$ cat src/rtl/cpu_pkg.sv
// Shared types and constants for the fetch-stage next-PC controller.
package cpu_pkg;

    typedef enum logic [1:0] {
        BOOT = 2'd0,
        RUN  = 2'd1,
        HALT = 2'd2
    } seq_state_e;

    typedef enum logic [2:0] {
        ACT_NONE    = 3'd0,
        ACT_IRQ     = 3'd1,
        ACT_IRET    = 3'd2,
        ACT_REDIR   = 3'd3,
        ACT_STALL   = 3'd4,
        ACT_HLT     = 3'd5,
        ACT_ADV     = 3'd6,
        ACT_LEN_ERR = 3'd7
    } pc_action_e;

    localparam logic [31:0] RESET_VEC_DEF = 32'h0000_0000;
    localparam logic [31:0] IVT_BASE_DEF  = 32'h0000_0100;

    // Byte offset of a vector entry inside the interrupt vector table.
    function automatic logic [9:0] vec_offset(input logic [7:0] vec);
        return {vec, 2'b00};
    endfunction

endpackage

$ cat src/rtl/pc_sequencer_if.sv
// Fetch / redirect / interrupt signal bundle around the next-PC controller.
interface pc_sequencer_if #(
    parameter int AW = 32
);
    logic [AW-1:0] pc_out;
    logic          fetch_req;
    logic          fetch_ack;
    logic [3:0]    inst_len;
    logic          stall;
    logic          redir_valid;
    logic [AW-1:0] redir_target;
    logic          irq_req;
    logic [7:0]    irq_vec;
    logic          irq_ack;
    logic          iret;
    logic          sti;
    logic          cli;
    logic          hlt;
    logic [AW-1:0] epc_out;
    logic          ie_out;
    logic          halted;
    logic          len_err;

    modport master (
        output pc_out, fetch_req, irq_ack, epc_out, ie_out, halted, len_err,
        input  fetch_ack, inst_len, stall, redir_valid, redir_target,
               irq_req, irq_vec, iret, sti, cli, hlt
    );

    modport slave (
        input  pc_out, fetch_req, irq_ack, epc_out, ie_out, halted, len_err,
        output fetch_ack, inst_len, stall, redir_valid, redir_target,
               irq_req, irq_vec, iret, sti, cli, hlt
    );
endinterface

$ cat src/rtl/pc_reg.sv
// PC register block: plain AW-bit register that loads RESET_VEC on async reset.
module pc_reg #(
    parameter int            AW        = 32,
    parameter logic [AW-1:0] RESET_VEC = '0
) (
    input  logic          clk,
    input  logic          rst_n,
    input  logic [AW-1:0] pc_d,
    output logic [AW-1:0] pc_q
);
    always_ff @(posedge clk or negedge rst_n) begin
        if (!rst_n) pc_q <= RESET_VEC;
        else        pc_q <= pc_d;
    end
endmodule

$ cat src/rtl/pc_sequencer_pc_next_mux.sv
// Combinational priority selector: picks the single PC action for this cycle.
module pc_next_mux
    import cpu_pkg::*;
#(
    parameter int            AW       = 32,
    parameter logic [AW-1:0] IVT_BASE = AW'(IVT_BASE_DEF)
) (
    input  seq_state_e    state,
    input  logic [AW-1:0] pc,
    input  logic [AW-1:0] epc,
    input  logic          ie,
    input  logic          fetch_ack,
    input  logic [3:0]    inst_len,
    input  logic          stall,
    input  logic          redir_valid,
    input  logic [AW-1:0] redir_target,
    input  logic          irq_req,
    input  logic [7:0]    irq_vec,
    input  logic          iret,
    input  logic          hlt,
    output logic [AW-1:0] pc_nxt,
    output logic [AW-1:0] epc_nxt,
    output pc_action_e    action
);
    logic [AW-1:0] pc_seq;
    logic [AW-1:0] pc_vec;

    assign pc_seq = pc + AW'(inst_len);
    assign pc_vec = IVT_BASE + AW'(vec_offset(irq_vec));

    always_comb begin
        pc_nxt  = pc;
        epc_nxt = epc;
        action  = ACT_NONE;
        case (state)
            RUN: begin
                if (irq_req && ie) begin
                    // a redirect in the same cycle becomes the return address
                    action  = ACT_IRQ;
                    pc_nxt  = pc_vec;
                    epc_nxt = redir_valid ? redir_target : pc;
                end else if (iret) begin
                    action = ACT_IRET;
                    pc_nxt = epc;
                end else if (redir_valid) begin
                    action = ACT_REDIR;
                    pc_nxt = redir_target;
                end else if (stall) begin
                    action = ACT_STALL;
                end else if (hlt && fetch_ack) begin
                    action = ACT_HLT;
                    pc_nxt = pc_seq;
                end else if (fetch_ack) begin
                    if (inst_len == 4'd0) begin
                        action = ACT_LEN_ERR;
                    end else begin
                        action = ACT_ADV;
                        pc_nxt = pc_seq;
                    end
                end
            end
            HALT: begin
                if (irq_req && ie) begin
                    action  = ACT_IRQ;
                    pc_nxt  = pc_vec;
                    epc_nxt = pc;
                end
            end
            default: ;
        endcase
    end
endmodule

$ cat src/rtl/pc_sequencer.sv
// Next-PC controller for the fetch stage: BOOT/RUN/HALT FSM, epc and ie registers.
module pc_sequencer
    import cpu_pkg::*;
#(
    parameter int            AW        = 32,
    parameter logic [AW-1:0] RESET_VEC = AW'(RESET_VEC_DEF),
    parameter logic [AW-1:0] IVT_BASE  = AW'(IVT_BASE_DEF)
) (
    input  logic          clk,
    input  logic          rst_n,
    pc_sequencer_if.master bus
);
    seq_state_e    state_q, state_d;
    pc_action_e    action;
    logic [AW-1:0] pc_q, pc_d;
    logic [AW-1:0] epc_q, epc_d;
    logic          ie_q, ie_d;
    logic          irq_ack_q, irq_ack_d;
    logic          len_err_q, len_err_d;

    pc_next_mux #(.AW(AW), .IVT_BASE(IVT_BASE)) u_mux (
        .state        (state_q),
        .pc           (pc_q),
        .epc          (epc_q),
        .ie           (ie_q),
        .fetch_ack    (bus.fetch_ack),
        .inst_len     (bus.inst_len),
        .stall        (bus.stall),
        .redir_valid  (bus.redir_valid),
        .redir_target (bus.redir_target),
        .irq_req      (bus.irq_req),
        .irq_vec      (bus.irq_vec),
        .iret         (bus.iret),
        .hlt          (bus.hlt),
        .pc_nxt       (pc_d),
        .epc_nxt      (epc_d),
        .action       (action)
    );

    pc_reg #(.AW(AW), .RESET_VEC(RESET_VEC)) u_pc_reg (
        .clk   (clk),
        .rst_n (rst_n),
        .pc_d  (pc_d),
        .pc_q  (pc_q)
    );

    always_ff @(posedge clk or negedge rst_n) begin
        if (!rst_n) state_q <= BOOT;
        else        state_q <= state_d;
    end

    always_comb begin
        state_d = state_q;
        case (state_q)
            BOOT:    state_d = RUN;
            RUN:     if (action == ACT_HLT) state_d = HALT;
            HALT:    if (action == ACT_IRQ) state_d = RUN;
            default: state_d = BOOT;
        endcase
    end

    always_comb begin
        bus.fetch_req = 1'b0;
        bus.halted    = 1'b0;
        case (state_q)
            RUN:     bus.fetch_req = 1'b1;
            HALT:    bus.halted    = 1'b1;
            default: ;
        endcase
    end

    // Interrupt entry and iret win over sti/cli; sti with cli is a no-op.
    always_comb begin
        ie_d = ie_q;
        if (action == ACT_IRQ)        ie_d = 1'b0;
        else if (action == ACT_IRET)  ie_d = 1'b1;
        else if (bus.sti && !bus.cli) ie_d = 1'b1;
        else if (bus.cli && !bus.sti) ie_d = 1'b0;
        irq_ack_d = (action == ACT_IRQ);
        len_err_d = (action == ACT_LEN_ERR);
    end

    always_ff @(posedge clk or negedge rst_n) begin
        if (!rst_n) begin
            epc_q     <= '0;
            ie_q      <= 1'b0;
            irq_ack_q <= 1'b0;
            len_err_q <= 1'b0;
        end else begin
            epc_q     <= epc_d;
            ie_q      <= ie_d;
            irq_ack_q <= irq_ack_d;
            len_err_q <= len_err_d;
        end
    end

    assign bus.pc_out  = pc_q;
    assign bus.epc_out = epc_q;
    assign bus.ie_out  = ie_q;
    assign bus.irq_ack = irq_ack_q;
    assign bus.len_err = len_err_q;
endmodule

$ cat src/flat_wrapper.sv
// flat-port wrapper written by rule: the top's interface ports become plain ports
module pc_sequencer_flat import cpu_pkg::*;
#(
    parameter int            AW        = 32,
    parameter logic [AW-1:0] RESET_VEC = AW'(RESET_VEC_DEF),
    parameter logic [AW-1:0] IVT_BASE  = AW'(IVT_BASE_DEF)
)
  (clk, rst_n, bus_pc_out, bus_fetch_req, bus_irq_ack, bus_epc_out, bus_ie_out, bus_halted, bus_len_err, bus_fetch_ack, bus_inst_len, bus_stall, bus_redir_valid, bus_redir_target, bus_irq_req, bus_irq_vec, bus_iret, bus_sti, bus_cli, bus_hlt);
  pc_sequencer_if #(.AW(AW)) bus_i ();
  input  logic clk;
  input  logic rst_n;
  output wire logic [$bits(bus_i.pc_out)-1:0] bus_pc_out;
  output wire logic [$bits(bus_i.fetch_req)-1:0] bus_fetch_req;
  output wire logic [$bits(bus_i.irq_ack)-1:0] bus_irq_ack;
  output wire logic [$bits(bus_i.epc_out)-1:0] bus_epc_out;
  output wire logic [$bits(bus_i.ie_out)-1:0] bus_ie_out;
  output wire logic [$bits(bus_i.halted)-1:0] bus_halted;
  output wire logic [$bits(bus_i.len_err)-1:0] bus_len_err;
  input wire logic [$bits(bus_i.fetch_ack)-1:0] bus_fetch_ack;
  input wire logic [$bits(bus_i.inst_len)-1:0] bus_inst_len;
  input wire logic [$bits(bus_i.stall)-1:0] bus_stall;
  input wire logic [$bits(bus_i.redir_valid)-1:0] bus_redir_valid;
  input wire logic [$bits(bus_i.redir_target)-1:0] bus_redir_target;
  input wire logic [$bits(bus_i.irq_req)-1:0] bus_irq_req;
  input wire logic [$bits(bus_i.irq_vec)-1:0] bus_irq_vec;
  input wire logic [$bits(bus_i.iret)-1:0] bus_iret;
  input wire logic [$bits(bus_i.sti)-1:0] bus_sti;
  input wire logic [$bits(bus_i.cli)-1:0] bus_cli;
  input wire logic [$bits(bus_i.hlt)-1:0] bus_hlt;
  assign bus_pc_out = bus_i.pc_out;
  assign bus_fetch_req = bus_i.fetch_req;
  assign bus_irq_ack = bus_i.irq_ack;
  assign bus_epc_out = bus_i.epc_out;
  assign bus_ie_out = bus_i.ie_out;
  assign bus_halted = bus_i.halted;
  assign bus_len_err = bus_i.len_err;
  assign bus_i.fetch_ack = bus_fetch_ack;
  assign bus_i.inst_len = bus_inst_len;
  assign bus_i.stall = bus_stall;
  assign bus_i.redir_valid = bus_redir_valid;
  assign bus_i.redir_target = bus_redir_target;
  assign bus_i.irq_req = bus_irq_req;
  assign bus_i.irq_vec = bus_irq_vec;
  assign bus_i.iret = bus_iret;
  assign bus_i.sti = bus_sti;
  assign bus_i.cli = bus_cli;
  assign bus_i.hlt = bus_hlt;
  pc_sequencer #(.AW(AW), .RESET_VEC(RESET_VEC), .IVT_BASE(IVT_BASE)) u_core (.clk(clk), .rst_n(rst_n), .bus(bus_i));
endmodule
$ cat config.mk
export PLATFORM = sky130hd
export DESIGN_NAME = pc_sequencer_flat
export DESIGN_NICKNAME = d
export VERILOG_FILES = /design/src/rtl/cpu_pkg.sv /design/src/rtl/pc_sequencer_if.sv /design/src/rtl/pc_reg.sv /design/src/rtl/pc_sequencer_pc_next_mux.sv /design/src/rtl/pc_sequencer.sv /design/src/flat_wrapper.sv
export SDC_FILE = /design/constraint.sdc
export NUM_CORES = 1
export LEC_CHECK = 0
export ABC_AREA = 1
export CAP_MARGIN = 20
export CORE_ASPECT_RATIO = 1.5
export CORE_MARGIN = 5
export CORE_UTILIZATION = 35
export CTS_BUF_LIST = sky130_fd_sc_hd__clkbuf_16
export DETAILED_ROUTE_END_ITERATION = 8
export DONT_BUFFER_PORTS = 1
export GPL_TIMING_DRIVEN = 0
export SLEW_MARGIN = 20
export SYNTH_ARGS = -nofsm -noshare
export SYNTH_HDL_FRONTEND = slang
export SYNTH_SLANG_ARGS = --single-unit
$ cat constraint.sdc
create_clock -name clk -period 4.2 [get_ports clk]
set_clock_uncertainty 0.05 [all_clocks]
set_input_delay 0.84 -clock clk [delete_from_list [all_inputs] [get_ports clk]]
set_output_delay 0.84 -clock clk [all_outputs]
set_load 0.01 [all_outputs]
# Word-level counts from Yosys, hierarchy flattened
# Cells that the tools add are included.
dict set report classes {
  n_eq_ne 13
  add_sub_neg 2
  n_reduce_logical 13
  mux 31
}
# cell n
set op_table {}
lappend op_table {{$mux W32} 11}
lappend op_table {{$pmux W32 S2} 2}
lappend op_table {{$add A32 B4 Y32} 1}
lappend op_table {{$mux W3} 6}
lappend op_table {{$ne A6 B6 Y1 const B} 2}
lappend op_table {{$add A9 B10 Y11 const A} 1}
lappend op_table {{$mux W1} 8}
lappend op_table {{$eq A3 B3 Y1 const B} 2}
lappend op_table {{$pmux W2 S3} 1}
lappend op_table {{$pmux W3 S2} 1}
lappend op_table {{$ne A5 B5 Y1 const B} 1}
lappend op_table {{$reduce_and A5 Y1} 1}
lappend op_table {{$logic_and A1 B1 Y1} 4}
lappend op_table {{$logic_not A4 Y1} 1}
lappend op_table {{$mux W2} 2}
lappend op_table {{$ne A2 B1 Y1 const B} 2}
lappend op_table {{$ne A2 B2 Y1 const B} 2}
lappend op_table {{$reduce_bool A4 Y1} 1}
lappend op_table {{$eq A3 B1 Y1 const B} 1}
lappend op_table {{$eq A3 B2 Y1 const B} 1}
lappend op_table {{$reduce_and A3 Y1} 1}
lappend op_table {{$eq A2 B1 Y1 const B} 1}
lappend op_table {{$eq A2 B2 Y1 const B} 1}
lappend op_table {{$logic_not A1 Y1} 2}
lappend op_table {{other kinds (3)} 3}
dict set report totals {
  inputBits 54
  out_inout_bits 69
  reg_bits 69
  word_cells 65
}

# Depth between registers and ports, before layout
# Gate-level depths: netlist of run 1.
dict set report logic_depth {
  word_depth 12
  mapped_depth 15
  mapped_depth_nobuf 15
}

# By module
# A second synthesis of run 1 with hierarchy kept.
dict set report unflattened {
  hier_cells 830
  hier_area_um2 5431.5
}
# mod cells_per_inst seq_area_each_um2 instances area_each_um2
set by_module_without_submodules {}
lappend by_module_without_submodules {pc_next_mux 734 0.0 1 3578.4}
lappend by_module_without_submodules {pc_sequencer 64 925.9 1 1052.3}
lappend by_module_without_submodules {pc_reg 32 800.8 1 800.8}

# Worst setup path before layout of run 1
# OpenSTA, ideal clock, no wires.
dict set report synth_timing {
  kind {input to register}
  from {input port bus_inst_len[0]}
  to {register u_core.u_pc_reg.pc_q[16]}
  setup_time_ps 116
  path_buffers 0
  required_ps 4034
  arrival_time_ps 2299
  path_stages 12
  slack_ps 1735
  path_cell_list {ha_1 > fa_1 > nand2_1 > nor2_1 > nor2_1 > nor2_1 > inv_1 > nor2_1 > o211ai_1 > nand2_1 > nand2_1 > nand2_1}
}
dict set report synth_between {
  elab_chain_cells 9
  word_cells_on_any_way 12
  classes_between {1 x add/sub; 1 x eq/ne; 8 x mux; 2 x reduce/logical}
}
# item line
set synth_rtl {}
lappend synth_rtl {{start, declared} flat_wrapper.sv:20} ;# input wire logic [$bits(bus_i.inst_len)-1:0] bus_inst_len;
lappend synth_rtl {{$add A32 B4 Y32} pc_sequencer_pc_next_mux.sv:28} ;# assign pc_seq = pc + AW'(inst_len);
lappend synth_rtl {{$mux W32} pc_sequencer_pc_next_mux.sv:54} ;# if (inst_len == 4'd0) begin
lappend synth_rtl {{$mux W32} pc_sequencer_pc_next_mux.sv:53} ;# end else if (fetch_ack) begin
lappend synth_rtl {{$mux W32} pc_sequencer_pc_next_mux.sv:50} ;# end else if (hlt && fetch_ack) begin
lappend synth_rtl {{$mux W32} pc_sequencer_pc_next_mux.sv:48} ;# end else if (stall) begin
lappend synth_rtl {{$mux W32} pc_sequencer_pc_next_mux.sv:45} ;# end else if (redir_valid) begin
lappend synth_rtl {{$mux W32} pc_sequencer_pc_next_mux.sv:42} ;# end else if (iret) begin
lappend synth_rtl {{$mux W32} pc_sequencer_pc_next_mux.sv:37} ;# if (irq_req && ie) begin
lappend synth_rtl {{$pmux W32 S2} pc_sequencer_pc_next_mux.sv:35} ;# case (state)
lappend synth_rtl {{end signal, assigned} pc_reg.sv:13} ;# else pc_q <= pc_d;
lappend synth_rtl {{end, declared} pc_reg.sv:9} ;# output logic [AW-1:0] pc_q
# Parallel ways exist; a longest one is shown, timed or not. The select of a mux whose other input is x is not followed.
# A chain may end at the register's enable or synchronous reset.

# Final worst setup path of run 1
# Same ends and word-level chain as after synthesis.

==> flow_summary.yaml, run 1 <==
run_status:
  outcome: "completed"
floorplanning:
  fp.dieW_um: 107.7
  num_rows: 53
  io_pins: 123
  core-area_sq_um: 14060
  initial_core_util: 0.3563
  fp.dieH_um: 156.5
  die_area_sq_um: 16850
placed_design:
  place_inst: 966
  place.gp.congestion: 0.9371
  io_buffers: 0
  place_hpwl_um: 14270
cts:
  clockBufferDepth: 2
  postCtsSetupBuffers: 0
  path_clk_slew_ps: 50
  htree_levels: 3
  cts_resized: 0
  clock_latency_ps: 340
  cts.sinks: 69
  cts_made_buffers: 9
  root_buffer: "clkbuf_16"
  cts_tree: "built"
  hold_buffers: 0
grt:
  antenna_found_initial: 0
  grtUsageMet2: 0.3986
  grt_pass1_wl_um: 29190
  top_usage_layer: "met2"
  gr-usage-met1: 0.2436
  grt-ovfl-total: 0
  grt_max_degree: 70
  grt_pass1_vias: 5255
  use_met3: 0.07594
  grtUsageTotal: 0.2262
sta:
  tns_ps: 0
  fin_crit_ps: 2683
  setup_viol: 0
  maxSlewHeadroom: 0.5114
  fin_crit_sh: 0.6388
  worstMarginPinSlew_ps: 732.9
  hold_violations: 0
  rsz0062_at_grt: "false"
  drv_slew: 0
  clock.fmax_mhz: 372.7
synth:
  synth_area_per_cell_sq_um: 6.471
  synthDistinctLibCells: 35
  syn-cell-area_sq_um: 5009
  synth_edf_count: 0
  synth.area.top_cells: "dfrtp_1, nand2_1, nor2_1, inv_1, a21oi_1"
  synth_common_cells: "nand2_1, nor2_1, dfrtp_1, inv_1, a21oi_1"
  yosysSeqAreaShare: 0.3447
  post-synth-top-area-cell: "dfrtp_1"
  synthCells: 774
  ys_seq_elements: 69
  yosysMostFrequentCell: "nand2_1"
  synth_nets: 839
  synth_top_area_share: 0.3447
  yosys_warnings: 0
  synth_top_flop_cell: "dfrtp_1"
  synth_async_sr_flop_share: 1.000
pwr:
  ir_drop_uv: 332.6
  powerDensity_nw_per_um2: 702.0
  p_leak_nw: 2.642
  power.total_mw: 3.860
routing:
  drc: 0
  wl_per_cell_um: 19.08
  viasPerCell: 5.297
  drt_iter0_markers: 236
  ant_nets: 0
  vias: 5196
  drt_wl_total_um: 18720
  dr.pass1.iters: 6
setup_path:
  critical_path.max_fanout: 5
  max_stage_delay_ps: 450
  cp-start-kind: "input port"
  cp.arrival_ps: 2870
  critPathKind: "input port to flip-flop"
  critical_path_required_ps: 4380
  crit_slowest_cell: "fa_1"
  path_cells: "ha_1, fa_1, nand2_1, nor2_1, nor2_1, nor2_1, inv_1, nor2_1, o211ai_1, nand2_1, nand2_1, nand2_1"
  critPathCaptureType: "flip-flop"
layout:
  drive_gt1_frac: 0.07605
  antenna_cells: 0
  final_util: 0.3912
  area_growth_pct: 9.793
  nFillCells: 1629
  fin_nets: 850
  multi_input_area_sq_um: 2856
  finalNonFillerCells: 981
  ff_latch_area_sq_um: 1727
worst_hold_path:
  min_path_type: "input port to asynchronous set/reset pin"
flow_run:
  cap_viol_max_count: 0
registers in the layout, indices dropped and copies added (netlist names):
| name | cells |
|---|---|
| u_core.bus.epc_out | 32 |
| u_core.u_pc_reg.pc_q | 32 |
| u_core.state_q | 2 |
| u_core.bus.len_err | 1 |
| u_core.bus.ie_out | 1 |
| u_core.bus.irq_ack | 1 |
final cells by class:
type                            count  area share
Tap cell                          192     0.04369
Inverter                           74     0.05051
Sequential cell                    69      0.3140
Clock buffer                        9     0.04096
Multi-Input combinational cell    597      0.5195
Clock inverter                      6    0.004551
Buffer                             34     0.02685
worst max-delay path: cells and delay by family:
kind,cells,cell delay (ps)
AOI/OAI and AO/OA,1,200
adders and majority gates,2,710
and+or+nand+nor,8,950
buffers and inverters,1,150
worst paths after layout:
check	slack, ps	endpoint	start	depth (start not counted)
min in group clk	490	u_core.state_q[1]	u_core.state_q[1]	2
hold / removal	150	u_core.bus.epc_out[14]	rst_n	0
setup reg to reg	1540	u_core.u_pc_reg.pc_q[16]	u_core.u_pc_reg.pc_q[0]	12
hold reg to reg	490	u_core.state_q[1]	u_core.state_q[1]	2
max in group asynchronous	3830	u_core.bus.epc_out[5]	rst_n	0
setup / recovery	1520	u_core.u_pc_reg.pc_q[16]	bus_inst_len[0]	12
cell usage in the layout (no fill, tap or decap), types with 2 or more instances in the layout:
cell and count:
a21oi_1 46, a31oi_1 10, buf_1 3, buf_2 7, clkbuf_1 22, clkbuf_16 9
clkinv_2 2, dfrtp_1 69, ha_1 10, inv_1 69, inv_2 8, mux2i_1 2
nand2_1 262, nand2_2 13, nand2_4 2, nand3_1 45, nand4_1 11, nor2_1 82
nor2_2 7, nor2_4 4, nor3_1 3, o211ai_1 18, o21ai_0 43, o21ai_1 19
o22ai_1 2, or2_2 4, xor2_1 6
report_power, final:
group	switching, mW	internal [mW]	leakage, nW	total (mW)
Sequential	0.621	0.977	0.851	1.60
Combinational	1.06	0.530	1.65	1.59
Clock	0.284	0.385	0.136	0.669
Total	1.97	1.89	2.64	3.86
per-layer routing:
| metal | vias to the layer above | share of wire |
|---|---|---|
| li1 | 2513 | - |
| met1 | 2442 | 0.37 |
| met3 | 53 | 0.091 |
| met4 | 0 | 0.035 |
| met2 | 188 | 0.51 |
| met5 | - | 0 |
cells by family after synthesis:
group | Yosys count | share of synthesized area
buffers and inverters | 108 | 0.08494
flip-flops | 69 | 0.3447
AO/OA/AOI/OAI | 139 | 0.1514
multiplexers | 2 | 0.003997
adder cells (fa/ha/maj) | 11 | 0.02898
AND/OR/NAND/NOR | 438 | 0.3737
XOR/XNOR | 7 | 0.01224
metrics by stage:
step | worst slack, ps | hold slack [ps] | instance area [sq um]
6_report | 1517 | 146.9 | 5499
5_1_grt | 1405 | 138.1 | 5499
4_1_cts | 1511 | 143.9 | 5499
3_5_place_dp | 1158 | 473.0 | 5249
3_3_place_gp | 1149 | 482.3 | 5249
2_1_floorplan | 1735 | 440.2 | 5009
(Power assumes the default switching activity.)
==> run 2: changes to the inputs <==
==> constraint.sdc (replaced) <==
create_clock -name clk -period 2.22 [get_ports clk]
set_clock_uncertainty 0.05 [all_clocks]
set_input_delay 0.444 -clock clk [delete_from_list [all_inputs] [get_ports clk]]
set_output_delay 0.444 -clock clk [all_outputs]
set_load 0.01 [all_outputs]
==> run 2 against run 1 <==
Die area did not move. Routed wire length up 0.51%. Power is 96% higher. Combinational power increased by 100%. Non-clock buffer count increased by 6. Worst setup slack got worse by 1500 ps. Flip-flop and latch count unchanged. Global-route usage barely moved. Count of clock-buffer cells in the layout is the same. Largest cell class unchanged.
==> flow_summary.yaml, run 2 (synthesis gave the netlist of run 1 again) <==
run_status:
  outcome: "completed"
worst_hold_path:
  holdPathStages: 2
  hold_end: "u_core.bus.epc_out[7]"
  hp-start: "bus_redir_target[7]"
  min_path_type: "input port to flip-flop"
placed_design:
  io_buffers: 0
  place_hpwl_um: 14270
  place.gp.congestion: 0.9371
  dp_slack_ps: -453.3
cts:
  clockBufferDepth: 2
  htree_levels: 3
  cts_tree: "built"
  root_buffer: "clkbuf_16"
  path_clk_slew_ps: 50
  clock_latency_ps: 340
  cts_made_buffers: 9
  cts.sinks: 69
routing:
  viasPerCell: 5.320
  drt_iter0_markers: 301
  ant_nets: 0
  drc: 0
  wl_per_cell_um: 19.06
  vias: 5251
  dr.pass1.iters: 6
  drt_wl_total_um: 18810
setup_path:
  cp-start-kind: "flip-flop"
  critical_path.max_fanout: 4
  reg2reg_from: "u_core.u_pc_reg.pc_q[0]"
  r2r_end: "u_core.u_pc_reg.pc_q[16]"
  critical_path_required_ps: 2400
  cp.arrival_ps: 2340
  rrSetupSlack_ps: 70
  critPathKind: "flip-flop to flip-flop"
  reg2regPathDepth: 12
  critPathCaptureType: "flip-flop"
layout:
  area_growth_pct: 13.49
  mostFrequentLayoutCells: "nand2_1, nor2_1, inv_1"
  layout_commonest_cell: "nand2_1"
  drive_gt1_frac: 0.1069
  final_util: 0.4043
  antenna_cells: 0
  fin_nets: 856
pwr:
  powerDensity_nw_per_um2: 1328
  ir_drop_uv: 666.8
  power.total_mw: 7.548
  p_leak_nw: 2.697
grt:
  grt_max_degree: 70
  grt_pass1_wl_um: 29270
  antenna_found_initial: 0
  grt-ovfl-total: 0
  grt_pass1_vias: 5292
  grtUsageTotal: 0.2266
sta:
  clock.fmax_mhz: 464.3
  finalWorstSetupSlack_ps: 66.11
  holdWs_ps: 227.8
  worstMarginPinSlew_ps: 685.7
  rsz0062_at_grt: "true"
  drv_slew: 0
  maxSlewHeadroom: 0.5429
  fin_crit_ps: 2154
  fin_crit_sh: 0.9702
  hold_violations: 0
  setup_viol: 0
floorplanning:
  die_area_sq_um: 16850
  fp.dieH_um: 156.5
  io_pins: 123
  core-area_sq_um: 14060
  fp.dieW_um: 107.7
  initial_core_util: 0.3563
  num_rows: 53
flow_run:
  cap_viol_max_count: 0
## run 2: cell count changes in the layout (fill, tap and decap cells not counted), sizes merged
cell	change
clkbuf	+2
dlygate4sd3	+1
buf	+3
## run 2: what timing repair did
item	4_1_cts	5_1_grt
hold buffers	2	0
pin swaps	1	2
resized for setup	13	20
endpoints found under the setup margin	25	28
hold endpoints to repair	69	0
buffers inserted	2	2
## run 2: where the power goes
part | switching [mW] | internal [mW] | total, mW | leakage, nW
sequential | 1.21 | 1.85 | 3.06 | 0.848
clock | 0.531 | 0.729 | 1.26 | 0.136
combinational | 2.09 | 1.13 | 3.23 | 1.71
total | 3.83 | 3.72 | 7.55 | 2.70
## run 2: layout make-up
cell class                      instances  area [sq um]
Tap cell                              192         240.2
Sequential cell                        69          1730
Clock inverter                          6         25.02
Multi-Input combinational cell        597          2958
Fill cell                            1610          8374
Timing Repair Buffer                    6         67.56
Buffer                                 34         160.2
Inverter                               74         277.8
Clock buffer                            9         225.2
## run 2: worst max path at each step
stage | startpoint | end | slack, ps
after global placement | u_core.u_pc_reg.pc_q[0] | u_core.u_pc_reg.pc_q[16] | -460
after CTS | u_core.u_pc_reg.pc_q[0] | u_core.u_pc_reg.pc_q[16] | 20
after global routing | u_core.u_pc_reg.pc_q[0] | u_core.u_pc_reg.pc_q[8] | -20
after floorplan | bus_inst_len[0] | u_core.u_pc_reg.pc_q[16] | 150
after detailed placement | u_core.u_pc_reg.pc_q[0] | u_core.u_pc_reg.pc_q[16] | -450
final | u_core.u_pc_reg.pc_q[0] | u_core.u_pc_reg.pc_q[16] | 70
## run 2: metal layers
| layer | part of all wire | wire length (um) | vias up | global-route usage |
|---|---|---|---|---|
| li1 | - | - | 2533 | - |
| met1 | 0.36 | 6728 | 2447 | 0.2417 |
| met5 | 0 | 0 | - | 0 |
| met2 | 0.51 | 9628 | 221 | 0.3995 |
| met4 | 0.035 | 650 | 0 | 0.1053 |
| met3 | 0.096 | 1806 | 50 | 0.07635 |
## run 2: critical path, cell delays in order (launching register included)
cell	delay, ps
dfrtp_2	460
ha_4	190
fa_2	360
nand2_1	90
nor2_1	70
nor2_4	210
nor2_4	80
inv_1	100
nor2_1	50
o211ai_1	210
nand2_1	80
nand2_1	60
nand2_1	40
## run 2: metrics by stage
step | setup TNS, ps | std cells | instance area (sq um)
after floorplan | 0 | 774 | 5009
after global placement | -2216 | 966 | 5249
after detailed placement | -2156 | 966 | 5249
after CTS | 0 | 985 | 5583
after global routing | -17.67 | 987 | 5684
final | 0 | 987 | 5684
==> run 3: changes to the inputs <==
--- a/config.mk
+++ b/config.mk
@@ -14,6 +14,7 @@
 export DETAILED_ROUTE_END_ITERATION = 8
 export DONT_BUFFER_PORTS = 1
 export GPL_TIMING_DRIVEN = 0
+export PLACE_DENSITY = 0.63
 export SLEW_MARGIN = 20
 export SYNTH_ARGS = -nofsm -noshare
 export SYNTH_HDL_FRONTEND = slang
==> run 3 against run 2 <==
Hold slack worse by 8.9 ps. Via count grew 0.25%. Sequential share of layout area is 0.097 points lower. First-iteration DRC count fell by 8.6%. Routed wire length fell by 0.50%. Power grew 1.4%. Critical path depth stayed put. Final area rose by 0.18%. Register-to-register slack improved by 50 ps. Critical path type unchanged. Critical endpoint unchanged. Largest cell class unchanged. Highest routed layer unchanged.
==> flow_summary.yaml, run 3 (synthesis gave the netlist of run 1 again) <==
placed_design:
  place_hpwl_um: 14300
  place.gp.congestion: 0.9478
  dp_slack_ps: -382.4
  place_area_sq_um: 5249
  io_buffers: 0
grt:
  grtUsageTotal: 0.2255
  grt_pass1_vias: 5207
  grt_pass1_wl_um: 29010
  grt_max_degree: 70
  antenna_found_initial: 0
  grt-ovfl-total: 0
run_status:
  outcome: "completed"
sta:
  hold_violations: 0
  worstMarginPinSlew_ps: 686.6
  drv_slew: 0
  clock.fmax_mhz: 475.7
  finalWorstSetupSlack_ps: 118.1
  fin_crit_ps: 2102
  setup_viol: 0
  fin_crit_sh: 0.9468
  maxSlewHeadroom: 0.5423
setup_path:
  critPathCaptureType: "flip-flop"
  rrSetupSlack_ps: 120
  reg2regPathDepth: 12
  critical_path_required_ps: 2410
  cp-start-kind: "flip-flop"
  critical_path.max_fanout: 4
  r2r_end: "u_core.u_pc_reg.pc_q[16]"
  reg2reg_from: "u_core.u_pc_reg.pc_q[0]"
  critPathKind: "flip-flop to flip-flop"
  cp.arrival_ps: 2290
pwr:
  clkPwrFrac: 0.186
  switching_share: 0.5029
  powerDensity_nw_per_um2: 1345
  p_leak_nw: 2.696
  p_sw_mw: 3.850
  power.total_mw: 7.656
  pwr-share-seq: 0.398
  internal_power_mw: 3.806
  ir_drop_uv: 574.7
  comb_power_share: 0.415
cts:
  root_buffer: "clkbuf_16"
  cts.sinks: 69
  clock_latency_ps: 350
  path_clk_slew_ps: 60
  clockBufferDepth: 2
  htree_levels: 3
  cts_tree: "built"
  cts_made_buffers: 9
routing:
  vias: 5264
  ant_nets: 0
  drt_iter0_markers: 275
  wl_per_cell_um: 19.00
  viasPerCell: 5.344
  drt_wl_total_um: 18720
  drc: 0
  dr.pass1.iters: 5
flow_run:
  cap_viol_max_count: 0
floorplanning:
  initial_core_util: 0.3563
  fp.dieW_um: 107.7
  io_pins: 123
  fp.dieH_um: 156.5
  die_area_sq_um: 16850
  core-area_sq_um: 14060
  num_rows: 53
layout:
  nFillCells: 1612
  final_cell_area_sq_um: 5694
  ff_latch_area_sq_um: 1728
  mostFrequentLayoutCells: "nand2_1, nor2_1, dfrtp_1"
  antenna_cells: 0
  drive_gt1_frac: 0.1059
  area_growth_pct: 13.69
  fin_nets: 853
  layout_commonest_cell: "nand2_1"
  multi_input_area_sq_um: 2959
worst_hold_path:
  hp-start: "bus_redir_target[4]"
  hold_end: "u_core.bus.epc_out[4]"
  min_path_type: "input port to flip-flop"
  holdPathStages: 2
[run 3: cell types whose count changed in the layout (fill, tap and decap cells not counted), moves of 2 or more]
| cell | delta |
|---|---|
| buf_4 | -3 |
| dfrtp_1 | +2 |
| inv_1 | -2 |
| dfrtp_2 | -2 |
[run 3: critical path, stage by stage, from the launching register on]
cell and delay (ps):
dfrtp_2 460, ha_4 180, fa_2 370, nand2_2 80, nor2_1 60, nor2_4 220, nor2_4 70, inv_2 60
nor2_1 40, o211ai_1 220, nand2_1 80, nand2_1 60, nand2_1 50
[run 3: layout make-up]
| type | count | share of cell area |
|---|---|---|
| multi-input cells | 597 | 0.5197 |
| flip-flops and latches | 69 | 0.3035 |
| inverters | 74 | 0.04878 |
| well taps | 192 | 0.04219 |
| clock buffers | 9 | 0.03955 |
| plain buffers | 34 | 0.02813 |
| clock inverters | 7 | 0.01033 |
| repair buffers | 3 | 0.007910 |
[run 3: power groups by stage]
stage	sequential, mW	clock (mW)	combinational (mW)
3_5_place_dp	3.08	0	2.99
6_report	3.05	1.43	3.18
4_1_cts	3.06	1.43	3.07
5_1_grt	3.17	1.49	3.64
2_1_floorplan	2.68	0	2.28
3_3_place_gp	3.07	0	2.94
[run 3: routing by layer]
metal / track usage / vias up / part of all wire
met1: 0.2477 / 2500 / 0.36
met5: 0 / - / 0
met3: 0.06603 / 45 / 0.092
met4: 0.09988 / 0 / 0.033
met2: 0.3989 / 190 / 0.51
li1: - / 2529 / -
[run 3: worst max-delay path by stage]
stage                                 start                  endpoint  slack, ps
floorplan                   bus_inst_len[0]  u_core.u_pc_reg.pc_q[16]        150
global route              u_core.state_q[0]  u_core.u_pc_reg.pc_q[17]         -4
finish              u_core.u_pc_reg.pc_q[0]  u_core.u_pc_reg.pc_q[16]        120
global placement    u_core.u_pc_reg.pc_q[0]  u_core.u_pc_reg.pc_q[16]       -390
CTS                 u_core.u_pc_reg.pc_q[0]  u_core.u_pc_reg.pc_q[16]         20
detailed placement  u_core.u_pc_reg.pc_q[0]  u_core.u_pc_reg.pc_q[16]       -380
[run 3: metrics by stage]
step	utilization	hold WS [ps]	setup TNS [ps]	instances
after global placement	0.3734	102.0	-1780	966
after CTS	0.3980	221.5	0	984
after floorplan	-	98.41	0	774
final	0.4050	218.9	0	985
after global routing	0.4050	235.8	-3.741	985
after detailed placement	0.3734	101.8	-1791	966
[run 3: repair_timing]
item / 4_1_cts / 5_1_grt
endpoints found under the hold margin: 69 / 0
setup endpoints to repair: 21 / 49
resized for setup: 10 / 24
setup buffers: 0 / 1
hold buffers: 2 / 0
pin swaps: 0 / 3
